<file path="config.mk">
export PLATFORM = sky130hd
export DESIGN_NAME = multi_alarm_controller
export DESIGN_NICKNAME = d
export VERILOG_FILES = /design/src/rtl/alarm_pkg.sv /design/src/rtl/alarm_channel.sv /design/src/rtl/multi_alarm_controller.sv
export SDC_FILE = /design/constraint.sdc
export NUM_CORES = 1
export LEC_CHECK = 0
export CELL_PAD_IN_SITES_DETAIL_PLACEMENT = 1
export CELL_PAD_IN_SITES_GLOBAL_PLACEMENT = 1
export CORE_AREA = 2 2 122 124
export CTS_BUF_LIST = sky130_fd_sc_hd__clkbuf_8
export DETAILED_ROUTE_END_ITERATION = 16
export DIE_AREA = 0 0 124 126
export GPL_ROUTABILITY_DRIVEN = 0
export PLACE_DENSITY = 0.84
export SYNTH_ARGS = -nofsm -noshare
export SYNTH_HDL_FRONTEND = slang
export SYNTH_HIERARCHICAL = 1
export SYNTH_SLANG_ARGS = --single-unit
</file>
<file path="constraint.sdc">
create_clock -name mainClk -period 2.8 [get_ports mainClk]
set_clock_uncertainty 0.1 [all_clocks]
set_input_delay 0.42 -clock mainClk [delete_from_list [all_inputs] [get_ports mainClk]]
set_output_delay 0.42 -clock mainClk [all_outputs]
set_load 0.01 [all_outputs]
</file>
<file path="src/rtl/alarm_pkg.sv">
// Shared types and helpers for the multi-channel countdown alarm.
// State encodings match the chState output field.
package alarm_pkg;

  typedef enum logic [1:0] {
    SET   = 2'd0,
    RUN   = 2'd1,
    PAUSE = 2'd2,
    BEEP  = 2'd3
  } alarm_state_t;

  localparam logic [1:0] ST_SET   = 2'd0;
  localparam logic [1:0] ST_RUN   = 2'd1;
  localparam logic [1:0] ST_PAUSE = 2'd2;
  localparam logic [1:0] ST_BEEP  = 2'd3;

  // Clamp a raw load value to the largest count a cnt_w counter holds.
  function automatic logic [63:0] sat_load(
    input logic [63:0] raw,
    input int unsigned cnt_w
  );
    logic [63:0] max_v;
    max_v = (64'd1 << cnt_w) - 64'd1;
    return (raw > max_v) ? max_v : raw;
  endfunction

endpackage

</file>
<file path="src/rtl/alarm_channel.sv">
// One countdown channel: SET/RUN/PAUSE/BEEP FSM with its counter.
// Snooze input and logic exist only when SNOOZE_EN is defined.
module alarm_channel
  import alarm_pkg::*;
#(
  parameter int CNT_W        = 16,
  parameter int SNOOZE_TICKS = 500
) (
  input  logic             clk,
  input  logic             rst,
  input  logic             sel,
  input  logic             start,
  input  logic             clr,
`ifdef SNOOZE_EN
  input  logic             snz,
`endif
  input  logic             tick,
  input  logic [CNT_W-1:0] load,
  output logic [CNT_W-1:0] count,
  output logic [1:0]       state
);

`ifdef SNOOZE_EN
  localparam logic [63:0] SNZ_RAW = sat_load(64'(SNOOZE_TICKS), CNT_W);
  localparam logic [CNT_W-1:0] SNZ_VAL = CNT_W'(SNZ_RAW);
`endif

  alarm_state_t     state_d, state_q;
  logic [CNT_W-1:0] count_d, count_q;

  always_comb begin
    state_d = state_q;
    count_d = count_q;
    unique case (state_q)
      SET: begin
        if (sel) count_d = load;
        if (start) state_d = RUN;
      end
      RUN: begin
        if (start) state_d = PAUSE;
        else if (count_q == '0) state_d = BEEP;
        else if (tick) count_d = count_q - CNT_W'(1);
      end
      PAUSE: begin
        if (start) state_d = RUN;
      end
      BEEP: begin
        count_d = '0;
`ifdef SNOOZE_EN
        if (snz) begin
          state_d = RUN;
          count_d = SNZ_VAL;
        end
`endif
      end
    endcase
    // Clear outranks every other command and always reloads.
    if (clr) begin
      state_d = SET;
      count_d = load;
    end
  end

  always_ff @(posedge clk or posedge rst) begin
    if (rst) begin
      state_q <= SET;
      count_q <= '0;
    end else begin
      state_q <= state_d;
      count_q <= count_d;
    end
  end

  assign count = count_q;
  assign state = state_q;

endmodule

</file>
<file path="src/rtl/multi_alarm_controller.sv">
// N-channel countdown alarm: input sync/edge detect, channel select, load.
// Define SNOOZE_EN to add the snooze button and BEEP->RUN snooze path.
module multi_alarm_controller
  import alarm_pkg::*;
#(
  parameter int NUM_CH       = 4,
  parameter int SW_W         = 9,
  parameter int SCALE        = 100,
  parameter int CNT_W        = 16,
  parameter int SNOOZE_TICKS = 500,
  localparam int CH_W = (NUM_CH > 1) ? $clog2(NUM_CH) : 1
) (
  input  logic                    mainClk,
  input  logic                    reset,
  input  logic                    timeClk,
  input  logic [SW_W-1:0]         switches,
  input  logic [CH_W-1:0]         chSel,
  input  logic                    pauseResume,
  input  logic                    clear,
`ifdef SNOOZE_EN
  input  logic                    snooze,
`endif
  output logic [NUM_CH*CNT_W-1:0] timeRemaining,
  output logic [NUM_CH*2-1:0]     chState,
  output logic [NUM_CH-1:0]       beepMask,
  output logic                    shouldBeep
);

  localparam int PROD_W = SW_W + $clog2(SCALE + 1);
`ifdef SNOOZE_EN
  localparam int NIN = 4;
`else
  localparam int NIN = 3;
`endif

  logic [NIN-1:0] async_in;
  logic [NIN-1:0] s1_d, s1_q;
  logic [NIN-1:0] s2_d, s2_q;
  logic [NIN-1:0] dly_d, dly_q;
  logic [NIN-1:0] pulse;

`ifdef SNOOZE_EN
  assign async_in = {snooze, clear, pauseResume, timeClk};
`else
  assign async_in = {clear, pauseResume, timeClk};
`endif

  always_comb begin
    s1_d  = async_in;
    s2_d  = s1_q;
    dly_d = s2_q;
  end

  always_ff @(posedge mainClk or posedge reset) begin
    if (reset) begin
      s1_q  <= '0;
      s2_q  <= '0;
      dly_q <= '0;
    end else begin
      s1_q  <= s1_d;
      s2_q  <= s2_d;
      dly_q <= dly_d;
    end
  end

  // One-cycle pulse per rising edge of each synchronized input.
  assign pulse = s2_q & ~dly_q;

  logic [PROD_W-1:0] prod;
  logic [CNT_W-1:0]  load;

  assign prod = PROD_W'(switches) * PROD_W'(SCALE);
  assign load = CNT_W'(sat_load(64'(prod), CNT_W));

  logic [NUM_CH-1:0] sel;

  for (genvar k = 0; k < NUM_CH; k++) begin : g_ch
    assign sel[k] = (NUM_CH == 1) || (chSel == CH_W'(k));

    alarm_channel #(
      .CNT_W       (CNT_W),
      .SNOOZE_TICKS(SNOOZE_TICKS)
    ) u_ch (
      .clk  (mainClk),
      .rst  (reset),
      .sel  (sel[k]),
      .start(pulse[1] & sel[k]),
      .clr  (pulse[2] & sel[k]),
`ifdef SNOOZE_EN
      .snz  (pulse[3] & sel[k]),
`endif
      .tick (pulse[0]),
      .load (load),
      .count(timeRemaining[k*CNT_W +: CNT_W]),
      .state(chState[2*k +: 2])
    );

    assign beepMask[k] = (chState[2*k +: 2] == ST_BEEP);
  end

  assign shouldBeep = |beepMask;

endmodule

</file>
# --- Word-level counts from Yosys, hierarchy flattened ---
# Cells that the tools add are included.
word_totals:
  regBits: 81
  latchBits: 0
  mem_bits_rw: 0
  mem_bits_ro: 0
  inputBits: 16
  output_inout_bits: 77
  elab_cells: 139
  memories: 0
classes:
  addsub: 4
  multipliers: 1
  n_div: 0
  order_cmp: 0
  n_eq_ne: 39
  n_shift: 0
  mux: 44
  n_bitwise: 10
  n_reduce_logical: 30
op_table:
  columns: ["operator", "count"]
  rows:
  - ["$mux W16", 20]
  - ["$pmux W16 S3", 4]
  - ["$logic_not A16 Y1", 4]
  - ["$sub A16 B1 Y16 const B", 4]
  - ["$mux W2", 16]
  - ["$ne A3 B1 Y1 const B", 8]
  - ["$ne A3 B2 Y1 const B", 8]
  - ["$eq A2 B2 Y1 const B", 10]
  - ["$reduce_and A5 Y1", 4]
  - ["$ne A4 B1 Y1 const B", 4]
  - ["$pmux W2 S2", 4]
  - ["$reduce_bool A4 Y1", 4]
  - ["$mul A9 B5 Y14 const B", 1]
  - ["$ne A3 B3 Y1 const B", 4]
  - ["$reduce_and A3 Y1", 4]
  - ["$reduce_bool A3 Y1", 4]
  - ["$eq A2 B1 Y1 const B", 5]
  - ["$logic_not A2 Y1", 5]
  - ["$and A1 B1 Y1", 8]
  - ["$reduce_or A2 Y1", 4]
  - ["$reduce_or A4 Y1", 1]
  - ["$and A3 B3 Y3", 1]
  - ["$not A3 Y3", 1]

# --- Logic depth before layout (Yosys ltp) ---
# Gate-level depths: netlist of run 1.
logic_depth:
  word_depth: 7
  mapped_depth: 13
  ltp_nobuf: 13

# --- Hierarchy ---
# The synthesis of run 1 kept the hierarchy.
modules_own_cells:
  columns: ["mod", "n_inst", "cells_per_inst", "area_per_inst_um2", "seq_area_each_um2"]
  rows:
  - ["alarm_channel", 4, 138, 1216.2, 450.4]
  - ["multi_alarm_controller", 1, 115, 1124.8, 225.2]

# --- Worst setup path after synthesis of run 1 ---
# No wires, ideal clock.
synth_path:
  kind: "in2reg"
  start: "input switches[3]"
  end: "register g_ch[0].u_ch.count_q[15]"
  setup_ns: 0.101
  arrival_time_ns: 3.077
  required_time_ns: 2.599
  setup_slack_ns: -0.478
  stages: 13
  path_buffers: 0
  path_cell_list: "ha_1 -> ha_1 -> inv_1 -> fa_1 -> inv_1 -> ha_1 -> and3_4 -> a2111oi_4 -> o21ai_1 -> a21oi_1 -> xnor2_1 -> a22oi_1 -> o32ai_1"
synth_via:
  elab_chain_len: 4
synth_rtl:
  columns: ["element", "line_no", "text"]
  rows:
  - ["from (decl)", "multi_alarm_controller.sv:16", "input logic [SW_W-1:0] switches,"]
  - ["$mul A9 B5 Y14 *", "multi_alarm_controller.sv:72", "assign prod = PROD_W'(switches) * PROD_W'(SCALE);"]
  - ["named net load[15]", "multi_alarm_controller.sv:70", "logic [CNT_W-1:0] load;"]
  - ["$mux W16", "alarm_channel.sv:36", "if (sel) count_d = load;"]
  - ["$pmux W16 S3", "alarm_channel.sv:34", "unique case (state_q)"]
  - ["$mux W16 *", "alarm_channel.sv:58", "if (clr) begin"]
  - ["to (signal assigned)", "alarm_channel.sv:70", "count_q <= count_d;"]
  - ["to (decl)", "alarm_channel.sv:29", "logic [CNT_W-1:0] count_d, count_q;"]
# Mark *: on every way through the listed nets, which the timed path passes. The rest lies on a longest branch. The select of a mux whose other input is x is not followed.
# A chain may end at the register's enable or synchronous reset.

# --- Final worst setup path of run 1 ---
layout_path:
  start: "input switches[4]"
  end: "register g_ch[3].u_ch.count_q[15]"
layout_via:
  elab_chain_len: 4
layout_rtl:
  columns: ["element", "line_no"]
  rows:
  - ["$mul A9 B5 Y14 *", "multi_alarm_controller.sv:72"]
  - ["named net load[15]", "multi_alarm_controller.sv:70"]
  - ["$mux W16", "alarm_channel.sv:36"]
  - ["$pmux W16 S3", "alarm_channel.sv:34"]
  - ["$mux W16 *", "alarm_channel.sv:58"]
  - ["to (signal assigned)", "alarm_channel.sv:70"]
  - ["to (decl)", "alarm_channel.sv:29"]
# Marks and branches as above.

==> results of run 1 <==
report_power, final:
group	total [uW]	leakage (uW)	switching, uW	internal [uW]
clock network	944	0.000106	492	451
registers	2400	0.000996	755	1640
logic	5520	0.00239	2930	2590
total	8860	0.00349	4180	4680
layer usage:
| metal | wire length (um) | share of wire (%) | up-vias |
|---|---|---|---|
| li1 | - | - | 2770 |
| met1 | 10000 | 38 | 3255 |
| met2 | 13000 | 49 | 411 |
| met3 | 2050 | 7.7 | 137 |
| met4 | 1510 | 5.7 | 0 |
| met5 | 0 | 0 | - |
worst paths after layout:
path	slack (ns)	end
min in group asynchronous	0.40	dly_q[0]$_DFF_PP0_
setup / recovery	-0.43	g_ch[3].u_ch/count[15]$_DFFE_PP0P_
hold / removal	0.27	dly_d[2]$_DFF_PP0_
setup reg to reg	0.15	g_ch[3].u_ch/count[2]$_DFFE_PP0P_
hold reg to reg	0.27	dly_d[2]$_DFF_PP0_
max in group asynchronous	1.49	g_ch[0].u_ch/count[4]$_DFFE_PP0P_
per-stage QoR:
stage | setup slack [ns] | hold slack (ns)
after global routing | -0.518 | 0.275
after global placement | -1.11 | 0.234
after floorplan | -0.293 | 0.148
final | -0.434 | 0.272
after CTS | -0.348 | 0.250
after detailed placement | -1.29 | 0.236
cell families (layout without fill, tap and decap cells):
logic type	count (synthesis)	count (layout)	synth area share [%]
XOR/XNOR	9	9	1.32
AO/OA/AOI/OAI	241	241	28.9
AND/OR/NAND/NOR	219	219	20.1
other	1	9	0.0626
buffers and inverters	76	228	6.94
adder cells (fa/ha/maj)	40	40	8.86
flip-flops	81	81	33.8
repair_timing:
action / CTS / global route
hold endpoints to repair: 0 / 0
gates resized for setup: 87 / 28
pin swaps: 56 / 34
endpoints found under the setup margin: 32 / 24
setup buffers: 7 / 6
worst max-delay path: stages:
cell	delay, ns
buf_8	0.11
ha_4	0.24
ha_4	0.26
inv_2	0.03
fa_1	0.52
inv_2	0.05
ha_4	0.21
and3_4	0.15
a2111oi_4	0.42
o21ai_2	0.11
a21oi_2	0.22
xnor2_2	0.12
buf_4	0.17
a22oi_2	0.23
o32ai_2	0.11
final cells by class:
cell class              instances  area, um2  share of cell area (%)
diodes                          1       2.50                  0.0302
inverters                      36        135                    1.63
clock inverters                 4       43.8                   0.529
multi-input cells             517       4080                    49.2
flip-flops and latches         81       2030                    24.5
clock buffers                  11        151                    1.83
well taps                     184        230                    2.78
repair buffers                177       1620                    19.5
cell usage after synthesis (all sizes together) (18+ instances only):
| cell | number | share of area, % |
|---|---|---|
| a21oi | 53 | 4.7 |
| a22oi | 28 | 3.5 |
| nand2 | 19 | 1.2 |
| o21ai | 77 | 7.7 |
| and3 | 18 | 2.0 |
| dfrtp | 81 | 34 |
| ha | 36 | 7.5 |
| nor3 | 23 | 2.7 |
| clkbuf | 24 | 1.5 |
| nor2 | 74 | 4.6 |
| o31ai | 24 | 3.0 |
| inv | 36 | 2.3 |
registers in the layout, indices dropped and copies added (netlist names):
| register | flops |
|---|---|
| g_ch.u_ch/count | 64 |
| dly_q | 3 |
| dly_d | 3 |
| g_ch.u_ch/state | 8 |
| s1_q | 3 |
==> out/qor.csv, run 1 <==
stage;metric;value;unit
status;status;finished, violations left;
status;failing checks;setup timing;
finish;area grow syn2layout;38.3;%
hold_path;Hold Startpoint;s1_q[2]$_DFF_PP0_;
synthesis;sequential element share of the synthesized area;33.8;%
floorplan;Initial Utilization;41.8;%
setup_path;r2r startpoint;g_ch[3].u_ch/count[10]$_DFFE_PP0P_;
drt;drt total wl;26.6;mm
floorplan;Die Ht;126;um
global_routing;total global routing overflow;0;
finish;Final #Nets;878;
setup_path;critical path launch point;switches[4];
pwr;Power Dens Cells;1070;mW/mm2
sta;fmax;0.309;GHz
finish;commonest cells after routing, fill and taps aside;clkdlybuf4s50_1 (84), dfrtp_1 (81), buf_4 (77);
cts;CTS clk-pin slew, worst paths;0.10;ns
floorplan;core area;0.0143;mm2
sta;Slew Viols, Final;0;
drt;TritonRoute pass-1 iters;5;
setup_path;crit path DAT;3.38;ns
job;Max-Cap Viols;0;
setup_path;critical setup path kind;input port to flop;
synthesis;post-synthesis cell area;0.00599;mm2
pwr;LEAKAGE;0.00349;uW
cts;Clock Sinks;81;
setup_path;critical path peak fanout;3;
hold_path;HP Class;flop to flop;
sta;setup violators final;24;
floorplan;FP Rows;44;
setup_path;Worst EP required;2.95;ns
global_routing;GR Util met2;53.5;%
finish;post-layout util;57.9;%
setup_path;worst reg2reg path depth;5;
global_routing;met3 Usage GRT;7.34;%
synthesis;Post-Syn Instances;667;
global_routing;GR met1 Demand/Resource;40.5;%
cts;# hold bufs at CTS;0;
cts;Worst-Skew Late Latency;0.38;ns
cts;CTS tree;built;
cts;H-tree levels;3;
finish;final instance area;0.00829;mm2
finish;fin cells;1011;
cts;Root Buffer;clkbuf_8;
sta;Final min period;3.23;ns
global_routing;Overall Global Routing Usage;32.9;%
hold_path;hold path depth;0;
setup_path;CP Launch Type;input port;
global_routing;most used routing layer;met2;
sta;final worst-path cycle share;116;%
synthesis;Top FF cell, synth;dfrtp_1;
floorplan;die area;0.0156;mm2
sta;final hold vios;0;
cts;Num CTS Buffers;9;
drt;Initial DRC Count;667;
sta;Worst slew margin;45.7;%
placement;DP Area;0.00760;mm2
finish;share of cells above drive strength 1;28.3;%
pwr;Max VDD drop;0.000404;V
global_routing;largest net degree at the start of global routing;19;
sta;unrepaired setup endpoints after global routing;true;
pwr;total power;8860;uW
synthesis;Post-synth EDFFs;0;
finish;Filler cells;1617;
synthesis;flops & latches, synth;81;
synthesis;Yosys cell types;51;
setup_path;Worst setup EP type;flop;
finish;commonest non-fill, non-tap cell in the layout;clkdlybuf4s50_1;
drt;Antenna Nets Post-Route;0;
synthesis;ys async rst share;100;%
drt;DRC Markers;0;
placement;dpl hpwl;16.6;mm
sta;setup_tns;-5.70;ns
global_routing;number of global-route vias before repair;6860;
sta;Final Worst Setup Slack;-0.434;ns
drt;DR vias/cell;6.50;
global_routing;initial antenna violation count;1;
synthesis;Ys Warns;6;
synthesis;Mean Syn Cell Area;8.98;um2
cts;Max clock buf depth;2;
global_routing;first-pass GRT wire length;39.2;mm
sta;Worst-Margin Slew;0.814;ns
placement;Port Buffers;92;
floorplan;io pins;93;
drt;Vias;6573;
drt;Routed WL per cell;26.3;um
placement;Placed Cells;986;
floorplan;Die Span X;124;um
No activity file was read; power rests on OpenSTA's default activity.
==> inputs of run 2 (changes only) <==
--- a/config.mk
+++ b/config.mk
@@ -7,12 +7,12 @@
 export LEC_CHECK = 0
 export CELL_PAD_IN_SITES_DETAIL_PLACEMENT = 1
 export CELL_PAD_IN_SITES_GLOBAL_PLACEMENT = 1
-export CORE_AREA = 2 2 122 124
+export CORE_AREA = 10 10 130 132
 export CTS_BUF_LIST = sky130_fd_sc_hd__clkbuf_8
 export DETAILED_ROUTE_END_ITERATION = 16
-export DIE_AREA = 0 0 124 126
+export DIE_AREA = 0 0 140 142
 export GPL_ROUTABILITY_DRIVEN = 0
-export PLACE_DENSITY = 0.84
+export PLACE_DENSITY = 0.78
 export SYNTH_ARGS = -nofsm -noshare
 export SYNTH_HDL_FRONTEND = slang
 export SYNTH_HIERARCHICAL = 1
==> run 2 against run 1 <==
Net effect:
- the run still ends with setup timing left
- largest power group unchanged
- wire length fell by 3.9%
- combinational power decreased by 2%
- die area grew 27%
- sequential share of layout area decreased by 0.28 points
- critical path depth unchanged
- final area up 1.1%
- register-to-register slack improved by 0.02 ns
- global-route usage shrank 8.9 points
==> out/qor.csv, run 2 (synthesis results as in run 1) <==
stage;metric;value;unit;change
pwr;NetSw;4060;uW;was 4180 uW
sta;Worst-Margin Slew;0.781;ns;was 0.814 ns
sta;final hold vios;0;;unchanged
hold_path;HP Class;flop to flop;;unchanged
sta;Final min period;3.24;ns;was 3.23 ns
finish;number of flip-flops in the largest register;64;;unchanged
placement;dpl hpwl;17.1;mm;was 16.6 mm
cts;H-tree levels;3;;unchanged
global_routing;Overall Global Routing Usage;24.0;%;was 32.9%
setup_path;critical path peak fanout;4;;was 3
cts;Worst-Skew Late Latency;0.38;ns;about the same
cts;CTS clk-pin slew, worst paths;0.09;ns;was 0.10 ns
pwr;Clk pwr share;10.6;%;about the same
floorplan;FP Rows;44;;unchanged
cts;# hold bufs at CTS;0;;unchanged
sta;Slew Viols, Final;0;;unchanged
finish;fin cells;1013;;was 1011
finish;Filler cells;1607;;was 1617
job;Max-Cap Viols;0;;unchanged
setup_path;critical setup path kind;input port to flop;;unchanged
placement;worst slack, placed;-1.25;ns;was -1.29 ns
pwr;Logic pwr share;62.0;%;was 62.3%
pwr;P_int;4670;uW;was 4680 uW
pwr;sequential group share of total power;27.4;%;was 27.1%
global_routing;number of global-route vias before repair;6786;;was 6860
drt;Routed WL per cell;25.2;um;was 26.3 um
pwr;LEAKAGE;0.00355;uW;was 0.00349 uW
floorplan;Die Span X;140;um;was 124 um
pwr;Sw Share;46.5;%;was 47.1%
drt;drt total wl;25.5;mm;was 26.6 mm
setup_path;CP Launch Type;input port;;unchanged
global_routing;largest net degree at the start of global routing;19;;unchanged
status;failing checks;setup timing;;unchanged
pwr;Max VDD drop;0.000460;V;was 0.000404 V
global_routing;initial antenna violation count;0;;was 1
drt;Antenna Nets Post-Route;0;;unchanged
sta;setup violators final;24;;unchanged
setup_path;crit path DAT;3.37;ns;was 3.38 ns
drt;DR vias/cell;6.37;;was 6.50
floorplan;die area;0.0199;mm2;was 0.0156 mm2
setup_path;Worst EP required;2.93;ns;was 2.95 ns
finish;commonest non-fill, non-tap cell in the layout;clkdlybuf4s50_1;;unchanged
setup_path;Worst setup EP type;flop;;unchanged
finish;area of the multi-input gates;0.00414;mm2;was 0.00408 mm2
global_routing;total global routing overflow;0;;unchanged
finish;Seq. cell area;0.00203;mm2;unchanged
finish;n_diodes;0;;was 1
drt;DRC Markers;0;;unchanged
finish;final instance area;0.00838;mm2;was 0.00829 mm2
finish;share of cells above drive strength 1;28.5;%;was 28.3%
floorplan;Die Ht;142;um;was 126 um
cts;Root Buffer;clkbuf_8;;unchanged
finish;commonest cells after routing, fill and taps aside;clkdlybuf4s50_1 (83), dfrtp_1 (81), buf_4 (77);;was clkdlybuf4s50_1 (84), dfrtp_1 (81), buf_4 (77)
drt;Initial DRC Count;564;;was 667
sta;Hold Slack;0.257;ns;was 0.272 ns
sta;Final Worst Setup Slack;-0.442;ns;was -0.434 ns
setup_path;worst reg2reg path depth;5;;unchanged
sta;fmax;0.308;GHz;was 0.309 GHz
placement;Port Buffers;92;;unchanged
floorplan;core area;0.0143;mm2;unchanged
placement;DP Area;0.00764;mm2;was 0.00760 mm2
cts;CTS tree;built;;unchanged
finish;area grow syn2layout;39.9;%;was 38.3%
status;status;finished, violations left;;unchanged
cts;Clock Sinks;81;;unchanged
placement;Placed Cells;991;;was 986
cts;Num CTS Buffers;9;;unchanged
cts;Max clock buf depth;2;;unchanged
hold_path;hold path depth;0;;unchanged
sta;unrepaired setup endpoints after global routing;true;;unchanged
pwr;total power;8730;uW;was 8860 uW
sta;Worst slew margin;47.9;%;was 45.7%
floorplan;Initial Utilization;41.8;%;unchanged
drt;Vias;6450;;was 6573
sta;final worst-path cycle share;116;%;about the same
drt;TritonRoute pass-1 iters;5;;unchanged
global_routing;first-pass GRT wire length;38.9;mm;was 39.2 mm
finish;Final #Nets;881;;was 878
pwr;Power Dens Cells;1040;mW/mm2;was 1070 mW/mm2
floorplan;io pins;93;;unchanged
## run 2: cell types whose count changed in the layout (fill, tap and decap cells not counted), moves of 2 or more
cell            delta
ha_4               +2
buf_2              +2
buf_6              +2
dlymetal6s2s_1     +2
inv_1              +2
inv_2              -2
a21oi_2            -4
a21oi_4            +3
## run 2: critical path: stages
cell	delay, ns
buf_8	0.11
ha_4	0.24
ha_4	0.26
inv_2	0.03
fa_1	0.51
inv_2	0.06
ha_4	0.23
and3_4	0.16
a2111oi_4	0.45
o21ai_2	0.09
a21oi_2	0.18
xnor2_1	0.09
buf_4	0.17
a22oi_2	0.25
o32ai_2	0.12
## run 2: layout make-up
cell class              instances  area share [%]
flip-flops and latches         81            24.2
repair buffers                180            19.7
multi-input cells             517            49.4
well taps                     184            2.75
clock buffers                  11            1.81
inverters                      36            1.61
clock inverters                 4           0.523
## run 2: repair_timing
item	4_1_cts	5_1_grt
pin swaps	45	45
endpoints found under the setup margin	32	24
setup buffers	6	6
cloned	0	0
resized for setup	86	39
endpoints found under the hold margin	0	0
## run 2: path summary, 6_finish.rpt
kind,startpoint,end,slack (ns)
min in group asynchronous,reset,dly_d[2]$_DFF_PP0_,0.38
setup reg to reg,g_ch[0].u_ch/count[4]$_DFFE_PP0P_,g_ch[0].u_ch/count[15]$_DFFE_PP0P_,0.17
max in group asynchronous,reset,g_ch[3].u_ch/count[13]$_DFFE_PP0P_,1.54
hold reg to reg,s1_q[1]$_DFF_PP0_,dly_d[1]$_DFF_PP0_,0.26
hold / removal,s1_q[1]$_DFF_PP0_,dly_d[1]$_DFF_PP0_,0.26
setup / recovery,switches[4],g_ch[0].u_ch/count[15]$_DFFE_PP0P_,-0.44
## run 2: through the flow
stage	TNS, ns	util (%)
final	-6.90	58.5
after global routing	-8.12	58.5
after CTS	-5.37	57.5
after detailed placement	-33.01	53.4
after global placement	-29.45	53.4
after floorplan	-3.18	-
## run 2: power groups by stage
stage | sequential [uW] | clock [uW] | combinational (uW)
after global routing | 2470 | 987 | 5760
final | 2390 | 929 | 5410
after CTS | 2350 | 936 | 5100
after floorplan | 2410 | 0 | 2420
after global placement | 2320 | 0 | 4480
after detailed placement | 2370 | 0 | 4640
## run 2: per-layer routing
metal | up-vias | share of wire (%) | track usage [%]
met5 | - | 0 | 0
met4 | 0 | 4.4 | 9.51
met3 | 84 | 5.9 | 4.04
met2 | 292 | 51 | 41.9
met1 | 3294 | 39 | 28.8
li1 | 2780 | - | -
==> inputs of run 3 (changes only) <==
--- a/config.mk
+++ b/config.mk
@@ -7,12 +7,13 @@
 export LEC_CHECK = 0
 export CELL_PAD_IN_SITES_DETAIL_PLACEMENT = 1
 export CELL_PAD_IN_SITES_GLOBAL_PLACEMENT = 1
-export CORE_AREA = 10 10 130 132
+export CORE_AREA = 10 10 135 137
 export CTS_BUF_LIST = sky130_fd_sc_hd__clkbuf_8
 export DETAILED_ROUTE_END_ITERATION = 16
-export DIE_AREA = 0 0 140 142
+export DIE_AREA = 0 0 145 147
 export GPL_ROUTABILITY_DRIVEN = 0
-export PLACE_DENSITY = 0.78
+export PLACE_DENSITY = 0.75
+export SETUP_SLACK_MARGIN = 0.3
 export SYNTH_ARGS = -nofsm -noshare
 export SYNTH_HDL_FRONTEND = slang
 export SYNTH_HIERARCHICAL = 1
==> constraint.sdc (replaced) <==
create_clock -name mainClk -period 2.7 [get_ports mainClk]
set_clock_uncertainty 0.1 [all_clocks]
set_input_delay 0.405 -clock mainClk [delete_from_list [all_inputs] [get_ports mainClk]]
set_output_delay 0.405 -clock mainClk [all_outputs]
set_load 0.01 [all_outputs]
==> run 3 against run 2 <==
Net effect:
- the flow still finishes with violations (setup timing)
- worst setup slack got worse by 0.053 ns
- flip-flop and latch count did not move
- non-clock buffer count up 13
- worst hold slack better by 0.0029 ns
- register-to-register slack gained 0.18 ns
- clock power grew 15%
- sequential share of layout area decreased by 0.53 points
- core utilization fell by 3.4 points
- final cell count rose by 4.7%
- critical endpoint is now g_ch[3].u_ch/count[15]$_DFFE_PP0P_
- highest routed layer is now met5
==> out/qor.csv, run 3 (synthesis results as in run 1) <==
stage;metric;value;unit;change
placement;DP Area;0.00772;mm2;was 0.00764 mm2
status;status;finished, violations left;;unchanged
placement;Port Buffers;92;;unchanged
drt;DRC Markers;0;;unchanged
sta;setup violators final;29;;was 24
drt;Vias;6352;;was 6450
cts;CTS tree;built;;unchanged
finish;post-layout util;55.1;%;was 58.5%
floorplan;die area;0.0213;mm2;was 0.0199 mm2
setup_path;CP Launch Type;input port;;unchanged
global_routing;Overall Global Routing Usage;22.7;%;was 24.0%
pwr;Power Dens Cells;1080;mW/mm2;was 1040 mW/mm2
setup_path;worst-path cell chain;buf_6 -> buf_8 -> ha_4 -> ha_4 -> inv_2 -> fa_1 -> inv_2 -> ha_4 -> and3_4 -> a2111oi_4 -> o21ai_2 -> a21oi_2 -> xnor2_1 -> buf_4 -> a22oi_2 -> o32ai_2;;was buf_8 -> ha_4 -> ha_4 -> inv_2 -> fa_1 -> inv_2 -> ha_4 -> and3_4 -> a2111oi_4 -> o21ai_2 -> a21oi_2 -> xnor2_1 -> buf_4 -> a22oi_2 -> o32ai_2
finish;commonest cells after routing, fill and taps aside;buf_4 (89), clkdlybuf4s50_1 (83), dfrtp_1 (75);;was clkdlybuf4s50_1 (83), dfrtp_1 (81), buf_4 (77)
floorplan;Die Ht;147;um;was 142 um
finish;share of cells above drive strength 1;32.3;%;was 28.5%
sta;Final min period;3.19;ns;
pwr;Max VDD drop;0.000451;V;was 0.000460 V
floorplan;Die Span X;145;um;was 140 um
cts;Max clock buf depth;2;;unchanged
floorplan;FP Rows;46;;was 44
drt;DR vias/cell;5.99;;was 6.37
setup_path;crit path DAT;3.35;ns;was 3.37 ns
setup_path;Worst EP required;2.86;ns;was 2.93 ns
cts;Worst-Skew Late Latency;0.39;ns;was 0.38 ns
sta;final hold vios;0;;unchanged
global_routing;GR Util met2;38.5;%;was 41.9%
cts;Num CTS Buffers;9;;unchanged
drt;drt total wl;25.4;mm;was 25.5 mm
setup_path;reg2reg setup slack;0.35;ns;was 0.17 ns
placement;dpl hpwl;17.9;mm;was 17.1 mm
sta;Hold Slack;0.260;ns;was 0.257 ns
sta;fmax;0.313;GHz;
cts;# hold bufs at CTS;0;;unchanged
floorplan;Initial Utilization;38.4;%;was 41.8%
floorplan;io pins;93;;unchanged
cts;Clock Sinks;81;;unchanged
finish;Final #Nets;896;;was 881
sta;Final Worst Setup Slack;-0.495;ns;was -0.442 ns
cts;H-tree levels;3;;unchanged
pwr;total power;9300;uW;was 8730 uW
setup_path;critical setup path kind;input port to flop;;unchanged
global_routing;largest net degree at the start of global routing;19;;unchanged
sta;Worst slew margin;47.3;%;was 47.9%
setup_path;critical path peak fanout;4;;unchanged
cts;Root Buffer;clkbuf_8;;unchanged
drt;Antenna Nets Post-Route;0;;unchanged
setup_path;Top Family by Delay on Critical Path;adder cells;;unchanged
finish;number of flip-flops in the largest register;64;;unchanged
sta;final worst-path cycle share;118;%;
setup_path;WP buf/inv;5;;was 4
global_routing;first-pass GRT wire length;39.2;mm;was 38.9 mm
finish;n_diodes;0;;unchanged
global_routing;most used routing layer;met2;;unchanged
global_routing;GR met1 Demand/Resource;27.3;%;was 28.8%
finish;final instance area;0.00860;mm2;was 0.00838 mm2
setup_path;Slowest cell on crit path;fa_1;;unchanged
finish;area grow syn2layout;43.6;%;was 39.9%
floorplan;core area;0.0156;mm2;was 0.0143 mm2
cts;CTS clk-pin slew, worst paths;0.09;ns;about the same
drt;Routed WL per cell;23.9;um;was 25.2 um
setup_path;Worst setup EP type;flop;;unchanged
setup_path;most used cell, CP;ha_4;;unchanged
global_routing;met3 Usage GRT;4.51;%;was 4.04%
placement;worst slack, placed;-1.33;ns;was -1.25 ns
finish;commonest non-fill, non-tap cell in the layout;buf_4;;was clkdlybuf4s50_1
setup_path;crit-path max cell delay;0.50;ns;was 0.51 ns
drt;TritonRoute pass-1 iters;5;;unchanged
sta;Worst-Margin Slew;0.789;ns;was 0.781 ns
global_routing;initial antenna violation count;1;;was 0
global_routing;number of global-route vias before repair;6853;;was 6786
drt;Initial DRC Count;506;;was 564
sta;unrepaired setup endpoints after global routing;true;;unchanged
pwr;LEAKAGE;0.00361;uW;was 0.00355 uW
sta;Slew Viols, Final;0;;unchanged
global_routing;total global routing overflow;0;;unchanged
hold_path;HP Class;flop to flop;;unchanged
job;Max-Cap Viols;0;;unchanged
status;failing checks;setup timing;;unchanged
-- run 3: changes by cell type in the layout (fill, tap and decap cells not counted), moves of 4 or more --
| cell | previous run | this run |
|---|---|---|
| dfrtp_2 | 0 | 6 |
| or2_4 | 0 | 5 |
| buf_4 | 77 | 89 |
| a22oi_1 | 20 | 14 |
| a22oi_2 | 8 | 14 |
| ha_4 | 19 | 15 |
| inv_1 | 34 | 30 |
| a21oi_1 | 37 | 32 |
| dfrtp_1 | 81 | 75 |
| a21oi_2 | 11 | 17 |
-- run 3: through the flow --
stage / cells / setup TNS [ns]
final: 1061 / -8.88
after global routing: 1061 / -10.60
after CTS: 1054 / -7.55
after detailed placement: 1028 / -37.99
after global placement: 1028 / -33.94
after floorplan: 674 / -4.85
-- run 3: path summary, 6_finish.rpt --
path	cells after the start	startpoint	endpoint
setup / recovery	16	switches[2]	g_ch[3].u_ch/count[15]$_DFFE_PP0P_
hold / removal	0	s1_q[1]$_DFF_PP0_	dly_d[1]$_DFF_PP0_
setup reg to reg	5	g_ch[1].u_ch/count[10]$_DFFE_PP0P_	g_ch[1].u_ch/count[13]$_DFFE_PP0P_
max in group asynchronous	2	reset	g_ch[1].u_ch/state[0]$_DFFE_PP0P_
min in group asynchronous	2	reset	s1_q[0]$_DFF_PP0_
hold reg to reg	0	s1_q[1]$_DFF_PP0_	dly_d[1]$_DFF_PP0_
-- run 3: layout make-up --
type,instances,area [um2]
repair buffers,193,1730
flip-flops and latches,81,2030
fillers,1755,7000
inverters,36,135
clock inverters,6,90.1
multi-input cells,519,4200
well taps,216,270
clock buffers,10,138
-- run 3: routing by layer --
layer / wire [um] / part of all wire [%]
met4: 854 / 3.4
met2: 12900 / 51
met3: 1380 / 5.4
met5: 12 / 0.047
met1: 10200 / 40
-- run 3: repair_timing --
action | 4_1_cts | 5_1_grt
buffers inserted | 10 | 5
pin swaps | 53 | 31
endpoints found under the setup margin | 44 | 65
cloned | 0 | 2
gates resized for setup | 102 | 34
-- run 3: power breakdown --
group | internal [uW] | total, uW | switching, uW
registers | 1710 | 2500 | 793
clock network | 550 | 1070 | 521
logic | 2760 | 5730 | 2960
-- run 3: worst reg2reg max path, stage by stage (launching register included) --
cell,delay [ns]
dfrtp_1,0.47
or4_4,0.62
nor3_4,0.23
and3_1,0.38
or2_2,0.34
o2bb2ai_2,0.10
